File: src/rtl/reset_domain_sequencer_if.sv
// Request/ack/status bundle between a reset initiator and the sequencer.
// The sequencer sits on the slave side; whoever requests resets is master.
interface reset_domain_sequencer_if;
    logic io_req;
    logic io_ack_async;
    logic io_rst_out;
    logic io_busy;
    logic io_done;
    logic io_timeout;

    modport master (
        output io_req,
        output io_ack_async,
        input  io_rst_out,
        input  io_busy,
        input  io_done,
        input  io_timeout
    );

    modport slave (
        input  io_req,
        input  io_ack_async,
        output io_rst_out,
        output io_busy,
        output io_done,
        output io_timeout
    );
endinterface

File: src/rtl/reset_domain_sequencer.sv
// Drives a reset into a target domain, holds it a minimum time, then
// waits for the target's synchronized reset to rise and fall again.
module reset_domain_sequencer #(
    parameter int HOLD_CYCLES    = 16,
    parameter int SYNC_STAGES    = 3,
    parameter int TIMEOUT_CYCLES = 1024
) (
    input  logic                     clock,
    input  logic                     reset,
    reset_domain_sequencer_if.slave  bus
);

    localparam int HW = (HOLD_CYCLES > 1) ? $clog2(HOLD_CYCLES) : 1;
    localparam int TW = $clog2(TIMEOUT_CYCLES);
    localparam logic [HW-1:0] HOLD_MAX = HW'(HOLD_CYCLES - 1);
    localparam logic [TW-1:0] TO_MAX   = TW'(TIMEOUT_CYCLES - 1);

    typedef enum logic [1:0] {
        IDLE    = 2'd0,
        ASSERT  = 2'd1,
        RELEASE = 2'd2
    } state_t;

    state_t                 state_q, state_d;
    logic [HW-1:0]          hold_q, hold_d;
    logic [TW-1:0]          to_q, to_d;
    logic [SYNC_STAGES-1:0] sync_q;
    logic                   ack_sync;
    logic                   exit_ok;
    logic                   fin_ok;
    logic                   fin_to;
    logic                   rst_out_q, rst_out_d;
    logic                   busy_q, busy_d;
    logic                   done_q, done_d;
    logic                   tmo_q, tmo_d;

    always_ff @(posedge clock or negedge reset) begin
        if (!reset) begin
            sync_q <= '0;
        end else begin
            sync_q <= {sync_q[SYNC_STAGES-2:0], bus.io_ack_async};
        end
    end

    assign ack_sync = sync_q[SYNC_STAGES-1];

    // Local reset parks the FSM in ASSERT so the target is sequenced at power-on.
    always_ff @(posedge clock or negedge reset) begin
        if (!reset) begin
            state_q   <= ASSERT;
            hold_q    <= '0;
            to_q      <= '0;
            rst_out_q <= 1'b1;
            busy_q    <= 1'b1;
            done_q    <= 1'b0;
            tmo_q     <= 1'b0;
        end else begin
            state_q   <= state_d;
            hold_q    <= hold_d;
            to_q      <= to_d;
            rst_out_q <= rst_out_d;
            busy_q    <= busy_d;
            done_q    <= done_d;
            tmo_q     <= tmo_d;
        end
    end

    always_comb begin
        state_d = state_q;
        hold_d  = hold_q;
        to_d    = to_q;
        exit_ok = 1'b0;
        fin_ok  = 1'b0;
        fin_to  = 1'b0;
        unique case (state_q)
            IDLE: begin
                if (bus.io_req) state_d = ASSERT;
            end
            ASSERT: begin
                exit_ok = (hold_q == HOLD_MAX) && ack_sync;
                if (exit_ok) state_d = RELEASE;
            end
            RELEASE: begin
                exit_ok = !ack_sync;
                if (exit_ok) begin
                    state_d = IDLE;
                    fin_ok  = 1'b1;
                end
            end
            default: state_d = IDLE;
        endcase
        // A same-cycle exit beats the timeout.
        if (state_q != IDLE && !exit_ok && to_q == TO_MAX) begin
            state_d = IDLE;
            fin_to  = 1'b1;
        end
        if (state_d != state_q) begin
            hold_d = '0;
            to_d   = '0;
        end else if (state_q != IDLE) begin
            if (to_q != TO_MAX) to_d = to_q + 1'b1;
            if (state_q == ASSERT && hold_q != HOLD_MAX) begin
                hold_d = hold_q + 1'b1;
            end
        end
    end

    always_comb begin
        rst_out_d = (state_d == ASSERT);
        busy_d    = (state_d != IDLE);
        done_d    = fin_ok;
        tmo_d     = fin_to;
    end

    assign bus.io_rst_out = rst_out_q;
    assign bus.io_busy    = busy_q;
    assign bus.io_done    = done_q;
    assign bus.io_timeout = tmo_q;

endmodule

File: src/flat_wrapper.sv
// flat-port wrapper written by rule: the top's interface ports become plain ports
module reset_domain_sequencer_flat 
#(
    parameter int HOLD_CYCLES    = 16,
    parameter int SYNC_STAGES    = 3,
    parameter int TIMEOUT_CYCLES = 1024
)
  (clock, reset, bus_io_req, bus_io_ack_async, bus_io_rst_out, bus_io_busy, bus_io_done, bus_io_timeout);
  reset_domain_sequencer_if bus_i ();
  input  logic clock;
  input  logic reset;
  input wire logic [$bits(bus_i.io_req)-1:0] bus_io_req;
  input wire logic [$bits(bus_i.io_ack_async)-1:0] bus_io_ack_async;
  output wire logic [$bits(bus_i.io_rst_out)-1:0] bus_io_rst_out;
  output wire logic [$bits(bus_i.io_busy)-1:0] bus_io_busy;
  output wire logic [$bits(bus_i.io_done)-1:0] bus_io_done;
  output wire logic [$bits(bus_i.io_timeout)-1:0] bus_io_timeout;
  assign bus_i.io_req = bus_io_req;
  assign bus_i.io_ack_async = bus_io_ack_async;
  assign bus_io_rst_out = bus_i.io_rst_out;
  assign bus_io_busy = bus_i.io_busy;
  assign bus_io_done = bus_i.io_done;
  assign bus_io_timeout = bus_i.io_timeout;
  reset_domain_sequencer #(.HOLD_CYCLES(HOLD_CYCLES), .SYNC_STAGES(SYNC_STAGES), .TIMEOUT_CYCLES(TIMEOUT_CYCLES)) u_core (.clock(clock), .reset(reset), .bus(bus_i));
endmodule
File: config.mk
export PLATFORM = sky130hd
export DESIGN_NAME = reset_domain_sequencer_flat
export DESIGN_NICKNAME = d
export VERILOG_FILES = /design/src/rtl/reset_domain_sequencer_if.sv /design/src/rtl/reset_domain_sequencer.sv /design/src/flat_wrapper.sv
export SDC_FILE = /design/constraint.sdc
export NUM_CORES = 1
export LEC_CHECK = 0
export CORE_MARGIN = 2
export CORE_UTILIZATION = 45
export DETAILED_ROUTE_END_ITERATION = 12
export SYNTH_ARGS = -nofsm -noshare
export SYNTH_HDL_FRONTEND = slang
export SYNTH_SLANG_ARGS = --single-unit
File: constraint.sdc
create_clock -name clock -period 2.6 [get_ports clock]
set_input_delay 0.52 -clock clock [delete_from_list [all_inputs] [get_ports clock]]
set_output_delay 0.52 -clock clock [all_outputs]
set_load 0.01 [all_outputs]
==> results of run 1 <==
[registers in the layout, indices dropped and copies added (netlist names)]
name and flops:
u_core.to_q 10, u_core.hold_q 4, u_core.sync_q 3, u_core.state_q 2, u_core.bus.io_busy 1, u_core.bus.io_done 1
u_core.bus.io_rst_out 1, u_core.bus.io_timeout 1
[cells in the mapped netlist (3+ instances only)]
library cell / count
sky130_fd_sc_hd__xor2_1: 3
sky130_fd_sc_hd__nor2_2: 9
sky130_fd_sc_hd__ha_1: 6
sky130_fd_sc_hd__dfstp_2: 3
sky130_fd_sc_hd__nand4_1: 4
sky130_fd_sc_hd__a21oi_1: 8
sky130_fd_sc_hd__nand2_1: 5
sky130_fd_sc_hd__inv_1: 5
sky130_fd_sc_hd__nor2_1: 12
sky130_fd_sc_hd__xnor2_1: 3
sky130_fd_sc_hd__dfrtp_1: 20
sky130_fd_sc_hd__nand3_1: 4
sky130_fd_sc_hd__nor3_1: 6
[metrics by stage]
step	std cells	hold slack [ns]
final	165	0.3687
after global routing	165	0.3705
after global placement	161	0.3350
after CTS	165	0.3703
after floorplan	124	0.2244
after detailed placement	161	0.3411
[worst register-to-register path, delay by kind of cell (launching register included)]
kind	cells	cell delay, ns
AO/OA/AOI/OAI	3	0.77
flip-flops	1	0.63
adder cells (fa/ha/maj)	1	0.31
buffers and inverters	2	0.26
AND/OR/NAND/NOR	2	0.22
[layer usage]
layer / global-route usage, % / wire, um
met1: 22.38 / 1156
met2: 25.32 / 1063
met3: 4.082 / 71
met4: 5.316 / 22
met5: 0 / 0
[cell usage in the layout (no fill, tap or decap), types with 4 or more instances in the layout]
cell                              count
sky130_fd_sc_hd__nor3_1               6
sky130_fd_sc_hd__dfrtp_1             20
sky130_fd_sc_hd__nor2_1              12
sky130_fd_sc_hd__nand4_1              4
sky130_fd_sc_hd__nand2_1              5
sky130_fd_sc_hd__inv_1                5
sky130_fd_sc_hd__nor2_2               9
sky130_fd_sc_hd__nand3_1              4
sky130_fd_sc_hd__ha_1                 6
sky130_fd_sc_hd__clkdlybuf4s50_1      7
sky130_fd_sc_hd__a21oi_1              8
[final cells by class]
| cell class | count | area [um^2] | area share (%) |
|---|---|---|---|
| multi-input cells | 93 | 663.1 | 46.45 |
| flip-flops and latches | 23 | 579.3 | 40.58 |
| repair buffers | 9 | 97.59 | 6.836 |
| well taps | 31 | 38.79 | 2.717 |
| clock buffers | 3 | 22.52 | 1.578 |
| inverters | 5 | 18.77 | 1.315 |
| clock inverters | 1 | 7.507 | 0.5259 |
[power breakdown]
| part | switching [mW] | internal (mW) | total [mW] | leakage [nW] |
|---|---|---|---|---|
| logic | 0.294 | 0.243 | 0.537 | 0.288 |
| registers | 0.0476 | 0.430 | 0.477 | 0.301 |
| clock network | 0.109 | 0.0585 | 0.168 | 0.0139 |
[worst paths after layout]
check	slack, ns	depth (start not counted)	start	end
max in group asynchronous	1.79	2	reset	u_core.bus.io_busy$_DFF_PN1_
worst min register to register	0.37	0	u_core.sync_q[1]$_DFF_PN0_	u_core.sync_q[2]$_DFF_PN0_
min in group asynchronous	0.54	2	reset	u_core.bus.io_timeout$_DFF_PN0_
worst max register to register	0.30	8	u_core.state_q[0]$_DFF_PN1_	u_core.hold_q[2]$_DFFE_PN0P_
worst min-delay path	0.37	0	u_core.sync_q[1]$_DFF_PN0_	u_core.sync_q[2]$_DFF_PN0_
worst max-delay path	0.30	8	u_core.state_q[0]$_DFF_PN1_	u_core.hold_q[2]$_DFFE_PN0P_
[cell families (layout without fill, tap and decap cells)]
logic type	after synthesis	after routing
AOI/OAI and AO/OA	25	25
xor gates and xnor gates	6	6
adders and majority gates	6	6
buffers and inverters	8	18
DFF	23	23
muxes	1	1
and+or+nand+nor	55	55
==> impl_summary.txt, run 1 <==
----------------------------------------------------
[Synth]
  YS warnings ... 0
  Number of cells produced by synthesis ... about 120
  Post-Syn Area ... about 1300 um^2
  Synthesis-stage register bit count ... 23
  Proportion of register bits with asynchronous set or reset after synthesis ... 100.0%
  Cell taking the most area after synthesis ... sky130_fd_sc_hd__dfrtp_1
  Synth Area in Simple Gates ... approximately a quarter
  Post-Synth XOR/XNOR Area ... 4.098%
  Main combinational cell family by area after synthesis ... simple AND/OR/NAND/NOR gates
  Leading register cell type out of synthesis ... sky130_fd_sc_hd__dfrtp_1
  Mean area per synthesized cell ... slightly above 10 um^2
  Number of distinct library cells after synthesis ... 39
  Multiplexer share of the synthesized area ... less than 1%
  Fraction of the mapped netlist area in compound gates ... ~16%
  Sequential fraction of the synthesis area ... roughly 45%
  Top post-synthesis cells by area ... sky130_fd_sc_hd__dfrtp_1 (39%), sky130_fd_sc_hd__dfstp_2 (6.1%), sky130_fd_sc_hd__ha_1 (5.9%), sky130_fd_sc_hd__nor2_2 (4.4%), sky130_fd_sc_hd__nor2_1 (3.5%)
  Number of enable-type register cells in the synthesized netlist ... 0
  Post-synthesis share of cell area spent on full adders, half adders and majority gates ... approximately 5.9%
  Portion of synthesized cell area occupied by the leading cell type ... between 30% and 40%
  Synth Net Count ... between 100 and 150

[Clock network]
  CTS tree ... done
  Resized Gates After CTS ... 0
  Clock root buffer master ... sky130_fd_sc_hd__clkbuf_4
  Total number of clock tree sinks ... 23
  Clock transition at the register clock pins on the worst setup and hold paths after CTS ... approximately 0.14 ns
  Number of buffers inserted for hold repair after clock tree synthesis ... 0
  Maximum count of clock buffers along a single path ... 2
  H-tree Lvls ... 1
  Later-pin clock latency in the skew report ... between 0.3 and 0.4 ns
  Inserted Clock Buffers ... 3
  Post CTS Setup Buffer Count ... 0

[STA]
  Worst Clk Skew ... 0.01539 ns
  Worst-margin pin slew ... ~0.37 ns
  Maximum frequency from static timing analysis ... about 0.43 GHz
  Max-slew violation count ... 0
  Shortest clock period the worst path allows after layout ... between 2 and 2.5 ns
  Period utilization ... about nine tenths
  Final count of hold timing violations ... 0
  Sum of negative setup slack ... 0 ns
  Endpoints failing setup ... 0
  Worst Setup Slack, final ... around 0.30 ns
  Unrepaired setup endpoints after global routing ... no
  Rel. slew slack ... approximately three quarters

[Global routing]
  Number of global-route vias before repair ... 943
  Aggregate global routing overflow ... 0
  Number of antenna violations at the first check in global routing ... 0
  Largest net degree at the start of global routing ... 24
  Overall global routing resource usage ... 16.31%
  First-pass GRT wire length ... about 4200 um

[Die]
  Row cnt ... 19
  Height of the die ... roughly 57 um
  Chip width ... between 50 and 60 um
  Initial core utilization ... a little under half
  Area of the core region ... approximately 2700 um^2
  I/O Pins ... 8
  Die area ... roughly 3300 um^2

[Layout]
  Total Nets Final ... ~150
  Filler cell count ... ~250
  Area growth from synthesis to layout ... 11.32%
  Area of all placed cells without fillers ... 1428 um^2
  Final core occ ... 52.22%
  Antenna fix cells ... 0
  Layout cell share with drive strength beyond 1 ... about a fifth

[Worst setup path]
  Data arrival time of the critical path ... between 2 and 3 ns
  Required time of the critical path ... about 2.8 ns
  Crit path largest cell delay ... ~0.63 ns
  CP delay by family, top ... compound AO/OA/AOI/OAI gates
  Startpoint type of the worst setup path ... register
  CP bufs+invs ... 2
  Worst path slowest cell ... sky130_fd_sc_hd__dfstp_2
  Start-to-end type of the worst setup path ... register to register
  Crit Path Max Fanout ... 14
  Type of element capturing the critical path ... register
  Cell Chain, Critical Path ... inv_1 -> ha_1 -> and2_1 -> a221o_1 -> o21ai_4 -> a2bb2oi_4 -> buf_12 -> nor3_1

[Status]
  Outcome ... finished clean

[Detailed routing]
  Number of design rule violations left after detail routing ... 0
  First-iteration detailed-routing DRC count ... 40
  Wire per inst ... ~14 um
  Total via count in the routed design ... ~950
  Number of vias per cell after detailed routing ... approximately 5.8
  Total Routed Length ... 2313 um
  Number of antenna-violating nets in the routed design ... 0
  Pre-antenna DRT Iters ... 4

[Placed design]
  Total placed instance area ... between 1000 and 1500 um^2
  Count of input and output buffers ... 7
  RD Place Congestion ... between 0.8 and 0.9
  Post-place setup slack ... 0.3292 ns
  Half-perimeter wire length after detailed placement ... between 1500 and 2000 um

[Job]
  Maxcap violations ... 0

[Pwr]
  Power per cell area ... 828.0 nW/um^2
  Power consumption ... 1.182 mW
  Static Leakage ... 0.6032 nW
  Largest voltage drop on the vdd net ... approximately 0.00072 V

[Hold path]
  Class of the worst hold path ... register to register

----------------------------------------------------
Note: power is estimated with default switching activity, not from simulation.
==> run 2: changes to the inputs <==
SKIP_LAST_GASP = 1   (was not set)
==> results of run 2 <==
No change in the layout: final DEF, timing and power equal those of run 1.
